$ cat config.mk
export PLATFORM = sky130hd
export DESIGN_NAME = bch_bm_block_p
export DESIGN_NICKNAME = d
export VERILOG_FILES = /design/src/rtl/bch_gf16_pkg.sv /design/src/rtl/gf16_mul.sv /design/src/rtl/bch_bm_block_p.sv
export SDC_FILE = /design/constraint.sdc
export NUM_CORES = 1
export LEC_CHECK = 0
export ABC_CLOCK_PERIOD_IN_PS = 2650
export BUFFER_PORTS_ARGS = -buffer_cell sky130_fd_sc_hd__buf_2
export CAP_MARGIN = 20
export CORE_ASPECT_RATIO = 2
export CORE_MARGIN = 3
export CORE_UTILIZATION = 30
export DETAILED_ROUTE_END_ITERATION = 10
export GPL_ROUTABILITY_DRIVEN = 0
export GPL_TIMING_DRIVEN = 0
export PLACE_DENSITY = 0.52
export SLEW_MARGIN = 15
export SYNTH_ARGS = -nofsm -noshare
export SYNTH_HDL_FRONTEND = slang
export SYNTH_SLANG_ARGS = --single-unit
$ cat constraint.sdc
create_clock -name clk -period 2.65 [get_ports clk]
set_clock_uncertainty 0.15 [all_clocks]
set_input_delay 0.53 -clock clk [delete_from_list [all_inputs] [get_ports clk]]
set_output_delay 0.53 -clock clk [all_outputs]
set_load 0.01 [all_outputs]
$ cat src/rtl/bch_gf16_pkg.sv
// bch_gf16_pkg: GF(2^4) types, constants and arithmetic helpers for the BCH(15,7) decoder
package bch_gf16_pkg;

    localparam int GF_M = 4;
    localparam logic [4:0] GF_POLY = 5'b10011;
    localparam int T = 2;

    typedef logic [GF_M-1:0] gf16_t;

    function automatic gf16_t gf_mul(gf16_t a, gf16_t b);
        logic [6:0] p;
        p = '0;
        for (int i = 0; i < GF_M; i++)
            if (b[i]) p ^= 7'(a) << i;
        for (int i = 6; i >= GF_M; i--)
            if (p[i]) p ^= 7'(GF_POLY) << (i - GF_M);
        return p[GF_M-1:0];
    endfunction

    function automatic gf16_t gf_sq(gf16_t a);
        return gf_mul(a, a);
    endfunction

    function automatic gf16_t gf_inv(gf16_t a);
        case (a)
            4'h1: return 4'h1;
            4'h2: return 4'h9;
            4'h3: return 4'he;
            4'h4: return 4'hd;
            4'h5: return 4'hb;
            4'h6: return 4'h7;
            4'h7: return 4'h6;
            4'h8: return 4'hf;
            4'h9: return 4'h2;
            4'ha: return 4'hc;
            4'hb: return 4'h5;
            4'hc: return 4'ha;
            4'hd: return 4'h4;
            4'he: return 4'h3;
            4'hf: return 4'h8;
            default: return 4'h0;
        endcase
    endfunction

endpackage

$ cat src/rtl/gf16_mul.sv
// gf16_mul: combinational 4x4 GF(2^4) multiplier modulo x^4+x+1
module gf16_mul
    import bch_gf16_pkg::*;
(
    input  gf16_t a,
    input  gf16_t b,
    output gf16_t p
);

    assign p = gf_mul(a, b);

endmodule

$ cat src/rtl/bch_bm_block_p.sv
// bch_bm_block_p: 3-stage closed-form t=2 key-equation solver; BCH_BM_FAIL_FLAG_EN adds a fail output
module bch_bm_block_p
    import bch_gf16_pkg::*;
(
    input  logic  clk,
    input  logic  rst,
    input  gf16_t S1,
    input  gf16_t S2,
    input  gf16_t S3,
    output gf16_t lambda1,
    output gf16_t lambda2
`ifdef BCH_BM_FAIL_FLAG_EN
    ,
    output logic  fail
`endif
);

    gf16_t s1_q, s3_q, sq, cube, s1_r, s3_r, cube_r, inv_r, prod;

`ifdef BCH_BM_FAIL_FLAG_EN
    gf16_t s2_q;
    logic  fail_r;
`else
    logic  unused_s2;
    assign unused_s2 = ^S2;
`endif

    gf16_mul u_sq   (.a(s1_q), .b(s1_q), .p(sq));
    gf16_mul u_cube (.a(sq), .b(s1_q), .p(cube));
    // inv(0)=0 makes the product vanish, so S1==0 yields lambda2=0 for both no-error and uncorrectable cases
    gf16_mul u_prod (.a(s3_r ^ cube_r), .b(inv_r), .p(prod));

    // stage 0: register the incoming syndromes
    always_ff @(posedge clk or negedge rst) begin
        if (!rst) begin
            s1_q <= '0;
            s3_q <= '0;
`ifdef BCH_BM_FAIL_FLAG_EN
            s2_q <= '0;
`endif
        end else begin
            s1_q <= S1;
            s3_q <= S3;
`ifdef BCH_BM_FAIL_FLAG_EN
            s2_q <= S2;
`endif
        end
    end

    // stage 1: register S1^3, inv(S1), S3 and the raw S1 for lambda1
    always_ff @(posedge clk or negedge rst) begin
        if (!rst) begin
            s1_r   <= '0;
            s3_r   <= '0;
            cube_r <= '0;
            inv_r  <= '0;
`ifdef BCH_BM_FAIL_FLAG_EN
            fail_r <= 1'b0;
`endif
        end else begin
            s1_r   <= s1_q;
            s3_r   <= s3_q;
            cube_r <= cube;
            inv_r  <= gf_inv(s1_q);
`ifdef BCH_BM_FAIL_FLAG_EN
            fail_r <= (s1_q == '0 && s3_q != '0) || (s2_q != sq);
`endif
        end
    end

    // stage 2: register the normalized locator coefficients
    always_ff @(posedge clk or negedge rst) begin
        if (!rst) begin
            lambda1 <= '0;
            lambda2 <= '0;
`ifdef BCH_BM_FAIL_FLAG_EN
            fail    <= 1'b0;
`endif
        end else begin
            lambda1 <= s1_r;
            lambda2 <= prod;
`ifdef BCH_BM_FAIL_FLAG_EN
            fail    <= fail_r;
`endif
        end
    end

endmodule

After elaboration in Yosys (flattened, before gate mapping)
Memory sizes are Yosys's and may differ from the RTL's. A register that Yosys moved wholly into a read port is not among the register bits. Cells that the tools add are included.

Register bits after elaboration: 28. ROM bits: 64. Input bits: 14. Output and inout bits: 8. Logic and storage cells: 49. Memories: 1.

Memories: (name not given) (depth 16, bits a word 4, rd ports 1, clocked after memory_dff 1, wr ports 0, line bch_gf16_pkg.sv:25) `case (a)`.

Multiplexer cells: 21. Bitwise operators: 19. Reduce and logical (&&, ||, !) cells: 1.

Operator list (count): $mux 7 (9); $mux 4 (6); $xor 7x6->7 (3); $xor 7x7->7 (3); $not 2->2 (9); $xor 7x5->7 (2); $mux 3 (3); $mux 2 (3); $xor 4x5->5 (1); $xor 4x4->4 (1); $logic_not 1->1 (1).

Logic depth before layout (Yosys ltp)
Gate-level depths: netlist of run 1.

Depth after elaboration: 26. Depth in mapped cells: 10. Gate-level depth less buffers: 9.

Modules after synthesis
A second synthesis of run 1 with hierarchy kept.

Cells, all modules: 179. Area, all modules: 1841.8 µm².

Modules (own cells, without submodules): bch_bm_block_p (times used 1, cells each 65, area each 1053.5 µm², sequential area each 800.8 µm²); gf16_mul (times used 3, cells each 38, area each 262.8 µm², sequential area each 0.0 µm²).

Worst setup path after synthesis of run 1
No wires, ideal clock.

Path kind: register to register. Start: register s1_q[1]. End: register cube_r[2]. Setup time: 0.127 ns. Arrival: 2.014 ns. Data required time: 2.373 ns. Path slack: 0.359 ns. Stages on the path, launching flop included: 10. Path buffers: 1. Clock period less this slack: 2.291 ns. Path through: dfrtp_1 ha_1 buf_4 xnor2_2 xnor2_1 ha_1 o21ai_0 a22oi_1 o221ai_1 xnor2_1.

Cells in the longest elaborated chain, start to end: 22. Elaborated cells between the ends (all ways): 24. Those cells by class: 13 x mux; 11 x bitwise.

RTL lines: from (decl) (line bch_bm_block_p.sv:18) `gf16_t s1_q, s3_q, sq, cube, s1_r, s3_r, cube_r, inv_r, prod;`; from (signal assigned) (line bch_bm_block_p.sv:36) `s1_q <= '0;`; from (signal assigned) (line bch_bm_block_p.sv:42) `s1_q <= S1;`; $mux 4 (line bch_gf16_pkg.sv:14) `if (b[i]) p ^= 7'(a) << i;`; $xor 7x5->7 (line bch_gf16_pkg.sv:14); $mux 7 (line bch_gf16_pkg.sv:14); $xor 7x6->7 (line bch_gf16_pkg.sv:14); $mux 7 (line bch_gf16_pkg.sv:14); $xor 7x7->7 (line bch_gf16_pkg.sv:14); $mux 7 (line bch_gf16_pkg.sv:14); $mux 4 (line bch_gf16_pkg.sv:16) `if (p[i]) p ^= 7'(GF_POLY) << (i - GF_M);`; [7 not listed]; $mux 7 (line bch_gf16_pkg.sv:14); $xor 7x7->7 (line bch_gf16_pkg.sv:14); $mux 7 (*) (line bch_gf16_pkg.sv:14); $not 2->2 (no line); $mux 4 (line bch_gf16_pkg.sv:16); $not 2->2 (no line); $mux 3 (*) (line bch_gf16_pkg.sv:16); named net cube[2] (line bch_bm_block_p.sv:18); to (signal assigned) (line bch_bm_block_p.sv:63) `cube_r <= cube;`; to (decl) (line bch_bm_block_p.sv:18).

Mark *: on every way through the listed nets, which the timed path passes. The rest lies on a longest branch.

Worst setup path in the final report of run 1
Same ends and word-level chain as after synthesis.

==> impl_results.html, run 1 <==
<table>
<tr><th>Metric</th><th>Value</th></tr>
<tr><th colspan="2">Outcome</th></tr>
<tr><td>Outcome</td><td>completed</td></tr>
<tr><th colspan="2">Worst setup path</th></tr>
<tr><td>Worst r2r src</td><td>s1_q[1]$_DFF_PN0_</td></tr>
<tr><td>Class of the most critical setup path</td><td>register to register</td></tr>
<tr><td>Cells along the critical path</td><td>ha_1 -&gt; buf_4 -&gt; xnor2_4 -&gt; xnor2_1 -&gt; ha_2 -&gt; o21ai_0 -&gt; a22oi_1 -&gt; o221ai_1 -&gt; xnor2_1</td></tr>
<tr><td>Worst endpoint required time</td><td>between 2000 and 3000 ps</td></tr>
<tr><td>Reg2Reg Setup Slack</td><td>approximately 190 ps</td></tr>
<tr><td>Arrival time at the worst endpoint</td><td>between 2000 and 3000 ps</td></tr>
<tr><td>Depth of the worst register-to-register path</td><td>9</td></tr>
<tr><td>Kind of end point of the critical path</td><td>register</td></tr>
<tr><td>Gate family responsible for the most delay along the worst path</td><td>adder cells</td></tr>
<tr><td>CP max stage cell</td><td>sky130_fd_sc_hd__dfrtp_2</td></tr>
<tr><td>Worst path bufs/invs</td><td>1</td></tr>
<tr><td>Endpoint of the worst setup timing path</td><td>cube_r[2]$_DFF_PN0_</td></tr>
<tr><td>Maximum fanout count along the critical path</td><td>12</td></tr>
<tr><td>Critical path startpoint category</td><td>register</td></tr>
<tr><td>Delay of the slowest cell on the worst path</td><td>between 400 and 500 ps</td></tr>
<tr><td>Worst flop-to-flop path endpoint</td><td>cube_r[2]$_DFF_PN0_</td></tr>
<tr><td>Most prevalent standard cell on the critical path</td><td>sky130_fd_sc_hd__xnor2_1</td></tr>
<tr><td>Worst setup path startpoint</td><td>s1_q[1]$_DFF_PN0_</td></tr>
<tr><td>Number of gates on the worst path with buffers counted</td><td>9</td></tr>
<tr><th colspan="2">Synthesis</th></tr>
<tr><td>Syn Nets</td><td>around 180</td></tr>
<tr><td>Post-synth EDFFs</td><td>0</td></tr>
<tr><td>Number of cells produced by synthesis</td><td>roughly 160</td></tr>
<tr><td>Share of Yosys cell area claimed by the top area cell type</td><td>about half</td></tr>
<tr><td>Top cells by area in the synthesized netlist</td><td>sky130_fd_sc_hd__dfrtp_1 48%, sky130_fd_sc_hd__xnor2_1 11%, sky130_fd_sc_hd__ha_1 6.8%</td></tr>
<tr><td>Fraction of registers with async set or reset after synthesis</td><td>100%</td></tr>
<tr><td>Distinct cells, synth</td><td>34</td></tr>
<tr><td>Post-synth top cells</td><td>32 x sky130_fd_sc_hd__dfrtp_1, 20 x sky130_fd_sc_hd__xnor2_1, 18 x sky130_fd_sc_hd__nand2_1</td></tr>
<tr><td>Synthesis warning total</td><td>0</td></tr>
<tr><td>Number of synthesized register bits</td><td>32</td></tr>
<tr><td>Mean Syn Cell Area</td><td>roughly 11 sq um</td></tr>
<tr><td>Fraction of the yosys area taken by sequential cells</td><td>between 40% and 50%</td></tr>
<tr><td>Synth Cell Area</td><td>roughly 0.0017 sq mm</td></tr>
<tr><td>Biggest area consumer among synthesized cells</td><td>sky130_fd_sc_hd__dfrtp_1</td></tr>
<tr><td>Leading register cell type out of synthesis</td><td>sky130_fd_sc_hd__dfrtp_1</td></tr>
<tr><td>Top-count cell post-synth</td><td>sky130_fd_sc_hd__dfrtp_1</td></tr>
<tr><th colspan="2">Floorplan</th></tr>
<tr><td>Width of the chip</td><td>58.6 um</td></tr>
<tr><td>Full die area</td><td>about 0.0065 sq mm</td></tr>
<tr><td>Total number of placement rows</td><td>37</td></tr>
<tr><td>Num ports</td><td>22</td></tr>
<tr><td>Vertical extent of the die</td><td>111 um</td></tr>
<tr><td>Starting density of the core</td><td>a little under a third</td></tr>
<tr><td>Placeable Area</td><td>approximately 0.0052 sq mm</td></tr>
<tr><th colspan="2">STA</th></tr>
<tr><td>Final worst-path cycle share</td><td>92.7%</td></tr>
<tr><td>Final critical path time including I/O delays and setup</td><td>around 2500 ps</td></tr>
<tr><td>Number of hold-slack violations in the final timing report</td><td>0</td></tr>
<tr><td>Setup violators final</td><td>0</td></tr>
<tr><td>Setup repair after global routing missed its margin</td><td>no</td></tr>
<tr><td>Worst Max-Slew Pin Slew</td><td>just under 700 ps</td></tr>
<tr><td>Max-slew violation count</td><td>0</td></tr>
<tr><td>Maximum clock frequency</td><td>~0.41 GHz</td></tr>
<tr><td>Slew Limit Headroom</td><td>55.0%</td></tr>
<tr><td>Worst-case setup margin in the final layout</td><td>a little under 200 ps</td></tr>
<tr><td>Total Neg Setup Slack</td><td>0 ps</td></tr>
<tr><th colspan="2">CTS</th></tr>
<tr><td>Post-CTS Hold Buffers</td><td>0</td></tr>
<tr><td>Clk slew on worst S/H paths</td><td>~70 ps</td></tr>
<tr><td>Clock tree from TritonCTS</td><td>built</td></tr>
<tr><td>Worst-case clock buffer depth</td><td>2</td></tr>
<tr><td>Insertion delay to the later sink of the worst-skew pair</td><td>280 ps</td></tr>
<tr><td>Clock root buffer</td><td>sky130_fd_sc_hd__clkbuf_8</td></tr>
<tr><td>H-tree Lvls</td><td>2</td></tr>
<tr><td>TritonCTS buffer count</td><td>5</td></tr>
<tr><td>Post-CTS setup-driven buffer insertion count</td><td>0</td></tr>
<tr><td>Clk sinks</td><td>32</td></tr>
<tr><th colspan="2">Power and ir drop</th></tr>
<tr><td>Power Density</td><td>between 700 and 800 mW/mm^2</td></tr>
<tr><td>Worst voltage drop across the vdd grid</td><td>roughly 0.78 mV</td></tr>
<tr><td>Leakage power figure</td><td>roughly 0.85 nW</td></tr>
<tr><td>Pwr Total</td><td>between 1 and 1.5 mW</td></tr>
<tr><th colspan="2">Place</th></tr>
<tr><td>Port buffer count</td><td>17</td></tr>
<tr><td>Pre-CTS WS</td><td>between 50 and 60 ps</td></tr>
<tr><td>Detailed Place HPWL</td><td>roughly 2400 um</td></tr>
<tr><th colspan="2">Hold path</th></tr>
<tr><td>HP Class</td><td>primary input to asynchronous set/reset pin</td></tr>
<tr><th colspan="2">Cells and area</th></tr>
<tr><td>Synthesis-to-layout area growth</td><td>17.0%</td></tr>
<tr><td>Antenna diode instance count</td><td>0</td></tr>
<tr><td>Number of filler instances in the final layout</td><td>520</td></tr>
<tr><td>Fraction of layout instances using a drive strength above 1</td><td>21.7%</td></tr>
<tr><td>Layout net count</td><td>~200</td></tr>
<tr><td>Core occupancy in the finished layout</td><td>between 30% and 40%</td></tr>
<tr><th colspan="2">Drt</th></tr>
<tr><td>Via-to-Cell Ratio</td><td>4.73</td></tr>
<tr><td>Total Routed Length</td><td>about 3200 um</td></tr>
<tr><td>DRC</td><td>0</td></tr>
<tr><td>Post-DRT Antenna Nets</td><td>0</td></tr>
<tr><td>Wire length per cell after detailed routing</td><td>between 10 and 15 um</td></tr>
<tr><td>Number of search-and-repair iterations in the first detailed-routing pass</td><td>4</td></tr>
<tr><td>Via count</td><td>approximately 1100</td></tr>
<tr><td>Number of DRC violations after detailed-routing iteration 0</td><td>23</td></tr>
<tr><th colspan="2">GRT</th></tr>
<tr><td>Number of global-route vias before repair</td><td>1142</td></tr>
<tr><td>Global route overflow</td><td>0</td></tr>
<tr><td>Overall fraction of global-route tracks in use</td><td>a little over a tenth</td></tr>
<tr><td>Number of antenna violations at the first check in global routing</td><td>0</td></tr>
<tr><td>Wire length of the first global-routing pass</td><td>~5300 um</td></tr>
<tr><td>Pin count of the biggest net entering global routing</td><td>33</td></tr>
<tr><th colspan="2">Run</th></tr>
<tr><td>Number of violations of the max-capacitance limit</td><td>0</td></tr>
</table>
## sequential cells by signal (all words and copies together), names as in the netlist
name	flops
s1_q	4
s3_r	4
s1_r	4
lambda2	4
lambda1	4
s3_q	4
cube_r	4
inv_r	4
## cell usage in the layout (no fill, tap or decap)
| cell | n |
|---|---|
| sky130_fd_sc_hd__o22ai_1 | 1 |
| sky130_fd_sc_hd__o21ai_0 | 8 |
| sky130_fd_sc_hd__xnor2_1 | 20 |
| sky130_fd_sc_hd__mux2_2 | 1 |
| sky130_fd_sc_hd__inv_1 | 3 |
| sky130_fd_sc_hd__or3_1 | 2 |
| sky130_fd_sc_hd__buf_2 | 19 |
| sky130_fd_sc_hd__mux2i_1 | 4 |
| sky130_fd_sc_hd__nand2b_1 | 2 |
| sky130_fd_sc_hd__a311oi_2 | 1 |
| sky130_fd_sc_hd__o21ai_1 | 1 |
| sky130_fd_sc_hd__nor2b_1 | 3 |
| sky130_fd_sc_hd__clkbuf_4 | 1 |
| sky130_fd_sc_hd__xor2_1 | 8 |
| sky130_fd_sc_hd__inv_2 | 1 |
| sky130_fd_sc_hd__nand3_1 | 1 |
| sky130_fd_sc_hd__a22oi_1 | 3 |
| sky130_fd_sc_hd__nand3_2 | 1 |
| sky130_fd_sc_hd__a211oi_1 | 1 |
| sky130_fd_sc_hd__ha_1 | 8 |
| sky130_fd_sc_hd__bufinv_16 | 1 |
| sky130_fd_sc_hd__o221ai_1 | 1 |
| sky130_fd_sc_hd__nand2_1 | 18 |
| sky130_fd_sc_hd__nor3_1 | 3 |
| sky130_fd_sc_hd__clkbuf_1 | 3 |
| sky130_fd_sc_hd__buf_4 | 1 |
| sky130_fd_sc_hd__a221oi_1 | 1 |
| sky130_fd_sc_hd__xnor2_4 | 1 |
| sky130_fd_sc_hd__nor2_1 | 9 |
| sky130_fd_sc_hd__clkinv_2 | 1 |
| sky130_fd_sc_hd__a21oi_1 | 8 |
| sky130_fd_sc_hd__xor2_2 | 2 |
| sky130_fd_sc_hd__nor2_2 | 1 |
| sky130_fd_sc_hd__clkbuf_8 | 5 |
| sky130_fd_sc_hd__o31ai_1 | 1 |
| sky130_fd_sc_hd__and2_4 | 1 |
| sky130_fd_sc_hd__dfrtp_2 | 1 |
| sky130_fd_sc_hd__a31oi_1 | 1 |
| sky130_fd_sc_hd__dfrtp_1 | 31 |
| sky130_fd_sc_hd__ha_2 | 1 |
## cell families (layout without fill, tap and decap cells)
logic type / after synthesis / count (layout) / share of synthesized area (%)
adders and majority gates: 9 / 9 / 6.78
buffers and inverters: 10 / 35 / 2.71
xor gates and xnor gates: 31 / 31 / 17.7
AOI/OAI and AO/OA: 27 / 27 / 10.1
and+or+nand+nor: 41 / 41 / 11.4
muxes: 5 / 5 / 3.09
DFF: 32 / 32 / 48.2
## final cells by class
type | instances | area, sq um | area share (%)
multi-input cells | 113 | 830 | 42.7
well taps | 58 | 72.6 | 3.73
clock inverters | 2 | 35.0 | 1.80
clock buffers | 6 | 72.6 | 3.73
repair buffers | 17 | 85.1 | 4.38
flip-flops and latches | 32 | 802 | 41.2
plain buffers | 6 | 32.5 | 1.67
inverters | 4 | 15.0 | 0.772
## per-stage QoR
step / instances / instance area (sq um) / hold slack [ps]
2_1_floorplan: 155 / 1660 / 84.4
3_3_place_gp: 230 / 1820 / 182
3_5_place_dp: 230 / 1820 / 185
4_1_cts: 238 / 1930 / 163
5_1_grt: 238 / 1940 / 195
6_report: 238 / 1940 / 133
## routing by layer
layer	share of wire, %	wire length [um]	track usage [%]	vias up
li1	-	-	-	563
met1	35	1100	10.2	529
met2	58	1840	19.6	21
met3	2.5	80	2.45	12
met4	4.4	140	7.41	0
met5	0	0	0	-
## where the power goes
part,switching [mW],internal [mW]
clock,0.173,0.279
combinational,0.231,0.209
sequential,0.0351,0.562
## what timing repair did
action                                  4_1_cts  5_1_grt
hold endpoints to repair                      0        0
endpoints found under the setup margin        0        1
resized for setup                             0        4
## how the worst min path moves through the flow
stage	end	slack [ps]
4_1_cts	lambda1[0]$_DFF_PN0_	160
5_1_grt	s1_q[3]$_DFF_PN0_	190
2_1_floorplan	cube_r[0]$_DFF_PN0_	80
3_3_place_gp	lambda1[2]$_DFF_PN0_	180
3_5_place_dp	lambda1[2]$_DFF_PN0_	180
6_report	lambda1[2]$_DFF_PN0_	130
Note: power is estimated with default switching activity, not from simulation.
==> inputs of run 2 (changes only) <==
--- a/config.mk
+++ b/config.mk
@@ -5,6 +5,7 @@
 export SDC_FILE = /design/constraint.sdc
 export NUM_CORES = 1
 export LEC_CHECK = 0
+export ABC_AREA = 1
 export ABC_CLOCK_PERIOD_IN_PS = 2650
 export BUFFER_PORTS_ARGS = -buffer_cell sky130_fd_sc_hd__buf_2
 export CAP_MARGIN = 20
@@ -15,7 +16,7 @@
 export GPL_ROUTABILITY_DRIVEN = 0
 export GPL_TIMING_DRIVEN = 0
 export PLACE_DENSITY = 0.52
-export SLEW_MARGIN = 15
+export SLEW_MARGIN = 20
 export SYNTH_ARGS = -nofsm -noshare
 export SYNTH_HDL_FRONTEND = slang
 export SYNTH_SLANG_ARGS = --single-unit
==> impl_results.html, run 2 <==
<table>
<tr><th>Metric</th><th>Value</th></tr>
<tr><th colspan="2">GRT</th></tr>
<tr><td>Wire length of the first global-routing pass</td><td>6270 um (+18%)</td></tr>
<tr><td>Overall fraction of global-route tracks in use</td><td>12.2% (+1.3 points)</td></tr>
<tr><td>Number of global-route vias before repair</td><td>1460 (+28%)</td></tr>
<tr><td>Pin count of the biggest net entering global routing</td><td>33 (unchanged)</td></tr>
<tr><td>Global route overflow</td><td>0 (unchanged)</td></tr>
<tr><td>Number of antenna violations at the first check in global routing</td><td>0 (unchanged)</td></tr>
<tr><th colspan="2">Synthesis</th></tr>
<tr><td>Synthesized-area fraction occupied by ao, oa, aoi and oai cells</td><td>4.44% (-5.7 points)</td></tr>
<tr><td>Proportion of synthesized area in mux cells</td><td>0% (-3.1 points)</td></tr>
<tr><td>Biggest area consumer among synthesized cells</td><td>sky130_fd_sc_hd__dfrtp_1</td></tr>
<tr><td>Post-synth EDFFs</td><td>0 (unchanged)</td></tr>
<tr><td>Number of synthesized register bits</td><td>32 (unchanged)</td></tr>
<tr><td>Syn Nets</td><td>239 (+34%)</td></tr>
<tr><td>Synth Cell Area</td><td>0.00183 sq mm (+10%)</td></tr>
<tr><td>Basic-gate share of the synthesized area counting and, or, nand and nor cells</td><td>30.0% (+19 points)</td></tr>
<tr><td>Fraction of registers with async set or reset after synthesis</td><td>100% (unchanged)</td></tr>
<tr><td>Fraction of the mapped netlist area in adder cells</td><td>6.14% (-0.63 points)</td></tr>
<tr><td>Top-count cell post-synth</td><td>sky130_fd_sc_hd__nand2_1</td></tr>
<tr><td>Combinational family with the most area after synthesis</td><td>simple AND/OR/NAND/NOR gates</td></tr>
<tr><td>Top cells by area in the synthesized netlist</td><td>sky130_fd_sc_hd__dfrtp_1 44%, sky130_fd_sc_hd__nand2_1 14%, sky130_fd_sc_hd__ha_1 6.1%</td></tr>
<tr><td>Distinct cells, synth</td><td>28 (-18%)</td></tr>
<tr><td>Post-synth top cells</td><td>67 x sky130_fd_sc_hd__nand2_1, 32 x sky130_fd_sc_hd__dfrtp_1, 29 x sky130_fd_sc_hd__inv_1</td></tr>
<tr><td>Number of cells produced by synthesis</td><td>216 (+39%)</td></tr>
<tr><td>Fraction of synthesized cell area in xor and xnor cells</td><td>7.03% (-11 points)</td></tr>
<tr><td>Synthesis warning total</td><td>0 (unchanged)</td></tr>
<tr><td>Fraction of the yosys area taken by sequential cells</td><td>43.7% (-4.5 points)</td></tr>
<tr><td>Leading register cell type out of synthesis</td><td>sky130_fd_sc_hd__dfrtp_1</td></tr>
<tr><td>Share of Yosys cell area claimed by the top area cell type</td><td>43.7% (-4.5 points)</td></tr>
<tr><td>Mean Syn Cell Area</td><td>8.49 sq um (-21%)</td></tr>
<tr><th colspan="2">Floorplan</th></tr>
<tr><td>Full die area</td><td>0.00714 sq mm (+9.5%)</td></tr>
<tr><td>Width of the chip</td><td>61.3 um (+4.5%)</td></tr>
<tr><td>Vertical extent of the die</td><td>117 um (+4.8%)</td></tr>
<tr><td>Num ports</td><td>22 (unchanged)</td></tr>
<tr><td>Starting density of the core</td><td>31.6% (-0.20 points)</td></tr>
<tr><td>Total number of placement rows</td><td>39 (+5.4%)</td></tr>
<tr><td>Placeable Area</td><td>0.00581 sq mm (+11%)</td></tr>
<tr><th colspan="2">Power and ir drop</th></tr>
<tr><td>Power Density</td><td>727 mW/mm^2 (-5.1%)</td></tr>
<tr><td>Worst voltage drop across the vdd grid</td><td>0.225 mV (-71%)</td></tr>
<tr><td>Leakage power figure</td><td>1.16 nW (+36%)</td></tr>
<tr><th colspan="2">Worst setup path</th></tr>
<tr><td>Arrival time at the worst endpoint</td><td>2280 ps (-220 ps)</td></tr>
<tr><td>CP max stage cell</td><td>sky130_fd_sc_hd__dfrtp_1</td></tr>
<tr><td>Worst endpoint required time</td><td>2640 ps (-60 ps)</td></tr>
<tr><td>Kind of end point of the critical path</td><td>register</td></tr>
<tr><td>Gate family responsible for the most delay along the worst path</td><td>adder cells</td></tr>
<tr><td>Worst path bufs/invs</td><td>2 (+1)</td></tr>
<tr><td>Reg2Reg Setup Slack</td><td>360 ps (+170 ps)</td></tr>
<tr><td>Most prevalent standard cell on the critical path</td><td>sky130_fd_sc_hd__nand2_1</td></tr>
<tr><td>Class of the most critical setup path</td><td>register to register</td></tr>
<tr><td>Depth of the worst register-to-register path</td><td>11 (+2)</td></tr>
<tr><td>Delay of the slowest cell on the worst path</td><td>460 ps (-30 ps)</td></tr>
<tr><td>Worst flop-to-flop path endpoint</td><td>cube_r[2]$_DFF_PN0_</td></tr>
<tr><td>Cells along the critical path</td><td>ha_1 -&gt; inv_2 -&gt; nand2_1 -&gt; nand3_4 -&gt; nand2_4 -&gt; ha_1 -&gt; inv_1 -&gt; nand2_1 -&gt; nand2_1 -&gt; nand2_1 -&gt; xor3_1</td></tr>
<tr><td>Worst r2r src</td><td>s1_q[1]$_DFF_PN0_</td></tr>
<tr><td>Maximum fanout count along the critical path</td><td>5 (-7)</td></tr>
<tr><td>Critical path startpoint category</td><td>register</td></tr>
<tr><th colspan="2">STA</th></tr>
<tr><td>Maximum clock frequency</td><td>0.437 GHz (+7.4%)</td></tr>
<tr><td>Max-slew violation count</td><td>0 (unchanged)</td></tr>
<tr><td>Number of hold-slack violations in the final timing report</td><td>0 (unchanged)</td></tr>
<tr><td>Total Neg Setup Slack</td><td>0 ps (unchanged)</td></tr>
<tr><td>Final critical path time including I/O delays and setup</td><td>2290 ps (-169 ps)</td></tr>
<tr><td>Setup violators final</td><td>0 (unchanged)</td></tr>
<tr><td>Setup repair after global routing missed its margin</td><td>no</td></tr>
<tr><td>Final worst-path cycle share</td><td>86.4% (-6.4 points)</td></tr>
<tr><td>Worst Max-Slew Pin Slew</td><td>692 ps (+17.5 ps)</td></tr>
<tr><td>Slew Limit Headroom</td><td>53.8% (-1.2 points)</td></tr>
<tr><th colspan="2">Cells and area</th></tr>
<tr><td>Most common cell after layout, fill and taps aside</td><td>sky130_fd_sc_hd__nand2_1</td></tr>
<tr><td>Storage element area</td><td>801 sq um (-0.16%)</td></tr>
<tr><td>Antenna diode instance count</td><td>0 (unchanged)</td></tr>
<tr><td>Fraction of layout instances using a drive strength above 1</td><td>21.6% (-0.090 points)</td></tr>
<tr><td>Non-filler cells in the finished layout</td><td>302 (+27%)</td></tr>
<tr><td>Layout net count</td><td>263 (+30%)</td></tr>
<tr><td>Core occupancy in the finished layout</td><td>36.9% (-0.24 points)</td></tr>
<tr><td>Multi-input combinational cell area</td><td>873 sq um (+5.3%)</td></tr>
<tr><td>Number of filler instances in the final layout</td><td>593 (+14%)</td></tr>
<tr><td>Synthesis-to-layout area growth</td><td>17.0% (about the same)</td></tr>
<tr><td>Most frequent cells in the layout</td><td>67 x sky130_fd_sc_hd__nand2_1, 32 x sky130_fd_sc_hd__dfrtp_1, 29 x sky130_fd_sc_hd__inv_1</td></tr>
<tr><th colspan="2">Run</th></tr>
<tr><td>Number of violations of the max-capacitance limit</td><td>0 (unchanged)</td></tr>
<tr><th colspan="2">CTS</th></tr>
<tr><td>Post-CTS setup-driven buffer insertion count</td><td>0 (unchanged)</td></tr>
<tr><td>Post-CTS Hold Buffers</td><td>0 (unchanged)</td></tr>
<tr><td>TritonCTS buffer count</td><td>5 (unchanged)</td></tr>
<tr><td>Clk sinks</td><td>32 (unchanged)</td></tr>
<tr><td>H-tree Lvls</td><td>2 (unchanged)</td></tr>
<tr><td>Clock root buffer</td><td>sky130_fd_sc_hd__clkbuf_16</td></tr>
<tr><td>Worst-case clock buffer depth</td><td>2 (unchanged)</td></tr>
<tr><td>Clk slew on worst S/H paths</td><td>50 ps (-20 ps)</td></tr>
<tr><td>Insertion delay to the later sink of the worst-skew pair</td><td>270 ps (about the same)</td></tr>
<tr><td>Post-cts gate resize count</td><td>0 (unchanged)</td></tr>
<tr><td>Clock tree from TritonCTS</td><td>built</td></tr>
<tr><th colspan="2">Drt</th></tr>
<tr><td>DRC</td><td>0 (unchanged)</td></tr>
<tr><td>Number of search-and-repair iterations in the first detailed-routing pass</td><td>4 (unchanged)</td></tr>
<tr><td>Via-to-Cell Ratio</td><td>4.65 (-1.6%)</td></tr>
<tr><td>Via count</td><td>1404 (+25%)</td></tr>
<tr><td>Total Routed Length</td><td>3600 um (+14%)</td></tr>
<tr><td>Wire length per cell after detailed routing</td><td>11.9 um (-10%)</td></tr>
<tr><td>Post-DRT Antenna Nets</td><td>0 (unchanged)</td></tr>
<tr><td>Number of DRC violations after detailed-routing iteration 0</td><td>40 (+74%)</td></tr>
<tr><th colspan="2">Place</th></tr>
<tr><td>Port buffer count</td><td>17 (unchanged)</td></tr>
<tr><td>Cell total after placement</td><td>294 (+28%)</td></tr>
<tr><td>Detailed Place HPWL</td><td>2800 um (+17%)</td></tr>
<tr><th colspan="2">Hold path</th></tr>
<tr><td>HP Class</td><td>primary input to asynchronous set/reset pin</td></tr>
<tr><th colspan="2">Outcome</th></tr>
<tr><td>Outcome</td><td>completed</td></tr>
</table>
[run 2: cell types whose count changed after synthesis, sizes merged, moves of 3 or more]
cell   previous run  this run
o21ai             9         6
nand2            18        78
mux2i             4         0
a22oi             3         0
or2               0         3
a21oi             8         3
nor3              3         0
xnor2            21         6
nor2b             3         0
inv               4        32
nand3             2        19
xor2             10         6
[run 2: routing by layer]
metal	share of wire [%]	GRT usage, %
met2	60	24.3
met3	2.4	1.44
met5	0	0
met1	33	9.63
met4	4.9	9.41
[run 2: final cells by class]
type,count,area share [%]
Multi-Input combinational cell,147,40.7
Sequential cell,32,37.3
Clock buffer,7,6.65
Clock inverter,1,0.350
Timing Repair Buffer,17,3.97
Inverter,33,5.95
Buffer,4,1.46
Tap cell,61,3.56
[run 2: worst max-delay path by stage]
stage	start	end	slack [ps]	cells after the start
final	s1_q[1]$_DFF_PN0_	cube_r[2]$_DFF_PN0_	360	11
after global routing	s1_q[3]$_DFF_PN0_	cube_r[2]$_DFF_PN0_	190	10
after CTS	s1_q[3]$_DFF_PN0_	cube_r[2]$_DFF_PN0_	310	10
after detailed placement	s1_q[3]$_DFF_PN0_	cube_r[2]$_DFF_PN0_	350	10
after global placement	s1_q[3]$_DFF_PN0_	cube_r[2]$_DFF_PN0_	340	10
after floorplan	s1_q[1]$_DFF_PN0_	cube_r[2]$_DFF_PN0_	570	11
[run 2: per-stage QoR]
step	instance area, sq um	worst slack [ps]	total power [mW]	hold WS [ps]
after floorplan	1830	572	0.894	84.4
after global placement	1990	342	0.998	181
after detailed placement	1990	347	1.00	185
after CTS	2140	308	1.59	182
after global routing	2140	187	1.68	199
final	2140	362	1.56	144
[run 2: kinds of logic after synthesis]
group | after synthesis
adder cells (fa/ha/maj) | 9
XOR/XNOR | 13
AND/OR/NAND/NOR | 113
AO/OA/AOI/OAI | 12
buffers and inverters | 37
flip-flops | 32
[run 2: report_power, final]
part | internal, mW | switching [mW]
registers | 0.556 | 0.0287
logic | 0.161 | 0.243
clock network | 0.373 | 0.199
total | 1.09 | 0.470
[run 2: worst reg2reg max path, delay by kind of cell (launching register included)]
family	cells	cell delay [ps]
xor gates and xnor gates	1	360
DFF	1	460
buffers and inverters	2	170
adders and majority gates	2	590
and+or+nand+nor	6	430
